===== config.mk =====
export PLATFORM = sky130hd
export DESIGN_NAME = vx_benes_route_3
export DESIGN_NICKNAME = d
export VERILOG_FILES = /design/src/rtl/vx_benes_route_3.sv
export SDC_FILE = /design/constraint.sdc
export NUM_CORES = 1
export LEC_CHECK = 0
export ABC_AREA = 1
export CAP_MARGIN = 5
export CORE_MARGIN = 2
export CORE_UTILIZATION = 44
export CTS_CLUSTER_DIAMETER = 150
export DETAILED_ROUTE_END_ITERATION = 8
export HOLD_SLACK_MARGIN = 0.03
export PLACE_DENSITY = 0.85
export SYNTH_ARGS = -nofsm -noshare
export SYNTH_HDL_FRONTEND = slang
export SYNTH_SLANG_ARGS = --single-unit

===== constraint.sdc =====
create_clock -name clk -period 2.1 [get_ports clk]
set_clock_uncertainty 0.2 [all_clocks]
set_input_delay 0.42 -clock clk [delete_from_list [all_inputs] [get_ports clk]]
set_output_delay 0.42 -clock clk [all_outputs]
set_load 0.005 [all_outputs]

===== src/rtl/vx_benes_route_3.sv =====
// Benes 3-lane permute control generator: checks a source map, derives {c2,c1,c0}
// and buffers {data, control} in a 2-entry FIFO. Optional legality check: VX_BENES_ROUTE_CHECK_EN.
module vx_benes_route_3 #(
  parameter int DEPTH = 2,
  parameter int ERRW  = 8
) (
  input  logic            clk,
  input  logic            reset_n,
  input  logic            req_valid,
  output logic            req_ready,
  input  logic [2:0]      req_data,
  input  logic [5:0]      req_src,
  output logic            rsp_valid,
  input  logic            rsp_ready,
  output logic [2:0]      rsp_data,
  output logic [2:0]      rsp_control,
  output logic            err_pulse,
  output logic [ERRW-1:0] err_count
);

  localparam logic [1:0] FULL = DEPTH[1:0];

  logic [5:0] mem [2];
  logic       wr_ptr;
  logic       rd_ptr;
  logic [1:0] count;

  logic [1:0] s2, s1, s0;
  logic [2:0] control;
  logic       accept;
  logic       push;
  logic       pop;

  assign s2 = req_src[5:4];
  assign s1 = req_src[3:2];
  assign s0 = req_src[1:0];

  // Control comes straight from the source fields, legal map or not.
  assign control = {s2 != 2'd2, s2 == 2'd0, s1 < s0};

  assign req_ready = (count != FULL);
  assign rsp_valid = (count != 2'd0);
  assign accept    = req_valid && req_ready;
  assign pop       = rsp_valid && rsp_ready;

  assign {rsp_data, rsp_control} = mem[rd_ptr];

`ifdef VX_BENES_ROUTE_CHECK_EN
  logic legal;

  assign legal = (s2 <= 2'd2) && (s1 <= 2'd2) && (s0 <= 2'd2) &&
                 (s2 != s1) && (s2 != s0) && (s1 != s0);
  assign push  = accept && legal;

  always_ff @(posedge clk or negedge reset_n) begin
    if (!reset_n) begin
      err_pulse <= 1'b0;
      err_count <= '0;
    end else begin
      err_pulse <= accept && !legal;
      if (accept && !legal && (err_count != {ERRW{1'b1}}))
        err_count <= err_count + 1'b1;
    end
  end
`else
  assign push      = accept;
  assign err_pulse = 1'b0;
  assign err_count = '0;
`endif

  always_ff @(posedge clk or negedge reset_n) begin
    if (!reset_n) begin
      // NOTE: storage is reset so the head outputs read 0 the moment reset asserts.
      mem[0] <= '0;
      mem[1] <= '0;
      wr_ptr <= 1'b0;
      rd_ptr <= 1'b0;
      count  <= 2'd0;
    end else begin
      if (push) begin
        mem[wr_ptr] <= {req_data, control};
        wr_ptr      <= ~wr_ptr;
      end
      if (pop)
        rd_ptr <= ~rd_ptr;
      case ({push, pop})
        2'b10:   count <= count + 2'd1;
        2'b01:   count <= count - 2'd1;
        default: count <= count;
      endcase
    end
  end

endmodule


==> results.py, run 1 <==
metrics = {
    "route": {
        "drt-total-wl_mm": 1.73,
        "vias_per_cell": 4.45,
        "wl_per_cell_um": 10.6,
        "drtAntennaViolNets": 0,
        "vias": 721,
        "drt_iter0_drc": 14,
        "drtPass1Iterations": 4,
        "drc_errors": 0,
    },
    "synthesis": {
        "syn_avg_cell_area_sq_um": 8.59,
        "post-synth-top-count-cell": "nand2_1",
        "synth_edf_count": 0,
        "synth_top_area_share_pct": 44.0,
        "synthTopCellsByArea": "dfrtp_1 (44%), nand2_1 (17%), o21ai_2 (9.6%)",
        "yosysTopAreaCell": "dfrtp_1",
        "yosysUniqueCellTypes": 19,
        "synth-async-reset-ratio_pct": 100,
        "syn_inst": 106,
        "yosys-top-cells-count": "nand2_1 (41), dfrtp_1 (16), inv_1 (12), o21ai_2 (10), buf_4 (9)",
        "synth_warnings": 0,
        "ys_ff_latch": 16,
        "seq_area_frac_synth_pct": 44.0,
        "netlist_area_sq_um": 911,
        "synth-main-ff-cell": "dfrtp_1",
    },
    "critical_path": {
        "rr_endpoint": "count[1]",
        "reg2reg_depth": 9,
        "critPathBufInv": 2,
        "cp_slowest_stage_delay_ns": 0.52,
        "cp_max_fo": 4,
        "timing.rr.start": "count[1]",
        "slowest_stage": "clkdlybuf4s50_1",
        "cp_data_required_time_ns": 1.48,
        "ff2ff_setup_slack_ns": 0.43,
        "crit_path_cell_trace": "inv_2 -> nand2_4 -> clkdlybuf4s50_1",
        "criticalPathCategory": "reg -> out",
        "end_kind": "primary output",
        "cp.arrival_ns": 1.41,
        "start_kind": "flop",
        "critical_path.top_delay_family": "buffers and inverters",
    },
    "finish": {
        "fin_nets": 151,
        "diodes": 0,
        "area_delta_synth_final_pct": 31.5,
        "final_util_pct": 61.0,
        "drive_gt1_share_pct": 21.5,
        "final_area_sq_mm": 0.00120,
    },
    "sta": {
        "rsz0062_at_grt": "false",
        "fmax_mhz": 493,
        "finalHoldViolCount": 0,
        "setup_viol_count_final": 0,
        "setup-tns-final_ns": 0,
        "fin_crit_ns": 2.03,
        "period_share_pct": 96.5,
        "drv_slew": 0,
    },
    "power_and_ir_drop": {
        "p_leak_nw": 0.685,
        "p_per_area_mw_per_mm2": 1340,
        "power.total_mw": 1.61,
        "peakVddDrop_mv": 0.676,
    },
    "clocking": {
        "cts.sinks": 16,
        "insertion_delay_ns": 0.30,
        "path_clk_slew_ns": 0.10,
        "clock_path_buffers": 2,
        "cts_root_buffer": "clkbuf_4",
        "cts_max_level": 1,
        "cts_tree": "built",
        "numCtsBuffers": 3,
    },
    "grt": {
        "grt.total_usage_pct": 14.9,
        "grt_overflow": 0,
        "grt_pass1_wl_mm": 2.65,
        "grt_pass1_vias": 665,
        "antenna_found_initial": 0,
        "grt_max_degree": 14,
    },
    "floorplan": {
        "io_pins": 30,
        "coreArea_sq_mm": 0.00196,
        "die_h_um": 49.5,
        "die_area_sq_mm": 0.00245,
        "die_w_um": 49.5,
        "fp-row-count": 16,
        "initial_core_util_pct": 46.4,
    },
    "placement": {
        "place_area_sq_mm": 0.00111,
        "gp_congestion": 0.745,
        "dp.final_hpwl_mm": 1.24,
        "io_buffer_count": 20,
    },
    "run": {
        "maxCapViolCount": 0,
    },
    "min_path": {
        "holdCritPathClass": "in -> async",
    },
    "run_status": {
        "outcome": "finished clean",
    },
}
[cells in the final DEF (no fill, tap or decap)]
master and instances:
buf_4 7, buf_6 1, clkbuf_4 3, clkbuf_8 1, clkdlybuf4s50_1 15, conb_1 9, dfrtp_1 16, dlymetal6s2s_1 5
ha_1 2, inv_1 11, inv_2 2, nand2_1 41, nand2_4 1, nand3_1 1, nand3_4 2, nand4_1 1
nor2_1 1, o21ai_0 1, o21ai_1 1, o21ai_2 10, or2_2 2, xnor2_1 1, xor2_1 1
[layout make-up]
type / count / area (sq um)
Timing Repair Buffer: 28 / 277
Sequential cell: 16 / 400
Clock buffer: 4 / 36.3
Inverter: 13 / 48.8
Fill cell: 195 / 764
Tap cell: 27 / 33.8
Multi-Input combinational cell: 74 / 402
[sequential cells by signal (all words and copies together) (netlist names)]
| register | flops |
|---|---|
| mem | 12 |
| count | 2 |
| rd_ptr | 1 |
| wr_ptr | 1 |
[power by group]
group	internal [mW]	leakage (nW)	switching, mW	total, mW
clock	0.106	0.0210	0.106	0.212
sequential	0.458	0.197	0.101	0.559
combinational	0.437	0.467	0.398	0.836
[worst register-to-register path, stage by stage (launching register included)]
cell	delay, ns
dfrtp_1	0.44
inv_1	0.09
nand2_1	0.07
nand2_1	0.09
inv_1	0.05
ha_1	0.19
or2_2	0.29
nand3_1	0.08
nand2_1	0.05
nand2_1	0.05
[cell families after synthesis]
kind of cell               synth area share (%)
adders and majority gates                  2.75
and+or+nand+nor                            25.0
other                                     0.412
AOI/OAI and AO/OA                          10.7
buffers and inverters                      15.2
xor gates and xnor gates                   1.92
DFF                                        44.0
[layer usage]
metal	part of all wire (%)	global-route usage, %	vias up
met4	3.0	11.1	0
met1	38	14.8	329
met5	0	0	-
met2	55	27.0	22
li1	-	-	365
met3	4.0	3.03	5
[through the flow]
step | hold slack (ns) | std cells | worst slack (ns)
4_1_cts | 0.206 | 158 | 0.0161
3_5_place_dp | 0.268 | 153 | 0.178
2_1_floorplan | -0.0756 | 114 | 0.530
6_report | 0.202 | 162 | 0.0732
5_1_grt | 0.221 | 162 | 0.0173
3_3_place_gp | 0.265 | 153 | 0.234
[repair_timing]
action,CTS,global route
resized for setup,1,6
hold buffers,0,0
setup endpoints to repair,6,6
endpoints found under the hold margin,0,0
setup buffers,1,4
pin swaps,0,0
[how the worst max path moves through the flow]
stage	from	to	cells past startpoint
2_1_floorplan	count[0]	count[1]	8
6_report	count[0]	req_ready	3
5_1_grt	count[0]	req_ready	3
3_3_place_gp	req_valid	count[1]	6
4_1_cts	rd_ptr	rsp_data[0]	4
3_5_place_dp	rsp_ready	count[1]	8
(Power assumes the default switching activity.)
==> inputs of run 2 (changes only) <==
PLACE_DENSITY = unset   (was 0.85)
PLACE_DENSITY_LB_ADDON = 0.25   (was unset)
==> run 2 against run 1 <==
- combinational power fell by 7.1%
- clock power decreased by 7%
- routed wire length shrank 8.6%
- cell area fell by 1.5%
- global-route usage up 0.25 points
- non-clock buffer count shrank 3
- core utilization is 0.89 points lower
- sequential cell count stayed put
- hold slack improved by 0.050 ns
- critical endpoint unchanged
- highest routed layer is now met3
==> results.py, run 2 (same netlist as run 1, synthesis figures left out) <==
metrics = {
    "run_status": {
        "outcome": "finished clean",
    },
    "sta": {
        "fin_crit_ns": 1.99,
        "drv_slew": 0,
        "period_share_pct": 95.0,
        "finalHoldViolCount": 0,
        "setup_viol_count_final": 0,
        "fmax_mhz": 501,
        "rsz0062_at_grt": "false",
        "setup-tns-final_ns": 0,
    },
    "finish": {
        "fin_nets": 148,
        "layout_common_cells": "nand2_1 (41), dfrtp_1 (16), clkdlybuf4s50_1 (14)",
        "final_util_pct": 60.1,
        "seqCellArea_sq_um": 400,
        "top_regs": "mem x12, count x2",
        "regMostFlops": "mem",
        "drive_gt1_share_pct": 19.7,
        "diodes": 0,
        "largest_register_ffs": 12,
        "multi_input_area_sq_um": 402,
        "area_delta_synth_final_pct": 29.5,
        "final_area_sq_mm": 0.00118,
        "fillers": 178,
        "final_common_cell": "nand2_1",
    },
    "placement": {
        "place_area_sq_mm": 0.00111,
        "io_buffer_count": 20,
        "dp.final_hpwl_mm": 1.21,
        "gp_congestion": 0.827,
    },
    "floorplan": {
        "die_h_um": 49.5,
        "die_area_sq_mm": 0.00245,
        "io_pins": 30,
        "die_w_um": 49.5,
        "initial_core_util_pct": 46.4,
        "coreArea_sq_mm": 0.00196,
        "fp-row-count": 16,
    },
    "route": {
        "drtPass1Iterations": 4,
        "vias": 711,
        "drt-total-wl_mm": 1.58,
        "drtAntennaViolNets": 0,
        "wl_per_cell_um": 9.92,
        "drc_errors": 0,
        "vias_per_cell": 4.47,
        "drt_iter0_drc": 11,
    },
    "critical_path": {
        "crit_path_cell_trace": "inv_2 -> nand2_4 -> clkdlybuf4s50_1",
        "endpoint": "req_ready",
        "slowest_stage": "clkdlybuf4s50_1",
        "cp_max_fo": 4,
        "cp_slowest_stage_delay_ns": 0.50,
        "startpoint": "count[0]",
        "end_kind": "primary output",
        "reg2reg_depth": 9,
        "cp.arrival_ns": 1.37,
        "ff2ff_setup_slack_ns": 0.46,
        "cp_data_required_time_ns": 1.48,
        "timing.rr.start": "count[0]",
        "start_kind": "flop",
        "criticalPathCategory": "reg -> out",
        "rr_endpoint": "count[1]",
    },
    "power_and_ir_drop": {
        "pwr-share-clk_pct": 12.8,
        "p_leak_nw": 0.683,
        "combPwrFrac_pct": 50.4,
        "p_int_mw": 0.963,
        "swShare_pct": 37.5,
        "peakVddDrop_mv": 0.673,
        "p_per_area_mw_per_mm2": 1310,
        "power_frac_seq_pct": 36.8,
        "p_sw_mw": 0.578,
    },
    "grt": {
        "top_usage_layer": "met2",
        "grt.total_usage_pct": 15.1,
        "grt_max_degree": 17,
        "antenna_found_initial": 0,
        "grt_pass1_wl_mm": 2.84,
        "use_met3_pct": 2.73,
        "use_met1_pct": 19.2,
        "grt_overflow": 0,
        "grt_pass1_vias": 663,
        "grtUsageMet2_pct": 26.4,
    },
    "min_path": {
        "holdCritPathClass": "in -> async",
    },
    "clocking": {
        "cts_hold_buf": 0,
        "clock_path_buffers": 2,
        "cts.sinks": 16,
        "cts_tree": "built",
        "numCtsBuffers": 3,
        "cts_root_buffer": "clkbuf_4",
        "cts_max_level": 1,
        "insertion_delay_ns": 0.27,
        "path_clk_slew_ns": 0.09,
    },
    "run": {
        "maxCapViolCount": 0,
    },
}
## run 2: through the flow
step           instances  total power, mW  setup slack [ns]  hold WS [ns]
3_5_place_dp         153             1.34             0.191         0.269
2_1_floorplan        114             1.05             0.530       -0.0756
3_3_place_gp         153             1.31             0.232         0.264
4_1_cts              157             1.55           0.00832         0.248
5_1_grt              159             1.69            0.0386         0.270
6_report             159             1.54             0.106         0.252
## run 2: worst min-delay path by stage
stage	start	to	slack, ns	depth (start not counted)
floorplan	reset_n	count[0]	-0.08	0
global placement	mem[4]	mem[4]	0.26	2
detailed placement	mem[8]	mem[8]	0.27	2
CTS	reset_n	wr_ptr	0.25	2
global route	reset_n	mem[11]	0.27	2
finish	reset_n	wr_ptr	0.25	2
## run 2: power by group through the flow
stage / clock, mW / sequential [mW] / combinational [mW]
2_1_floorplan: 0 / 0.550 / 0.496
3_3_place_gp: 0 / 0.554 / 0.761
3_5_place_dp: 0 / 0.565 / 0.777
4_1_cts: 0.209 / 0.561 / 0.780
5_1_grt: 0.221 / 0.589 / 0.875
6_report: 0.198 / 0.568 / 0.777
## run 2: routing by layer
metal / routed length (um) / vias to the layer above
met5: 0 / -
met1: 683 / 332
li1: - / 358
met4: 0 / 0
met3: 70 / 0
met2: 823 / 21
## run 2: area by class of cell
class                           count  area share, %
Multi-Input combinational cell     74           34.0
Timing Repair Buffer               25           21.7
Inverter                           13           4.35
Clock buffer                        4           3.08
Tap cell                           27           2.86
Sequential cell                    16           33.9
## run 2: critical path: cells and delay by family, from the launching register on
family	cells	cell delay (ns)
DFF	1	0.43
and+or+nand+nor	1	0.09
buffers and inverters	2	0.57
## run 2: timing repair
item | CTS | global route
setup buffers | 0 | 2
gates resized for setup | 1 | 8
setup endpoints to repair | 6 | 6
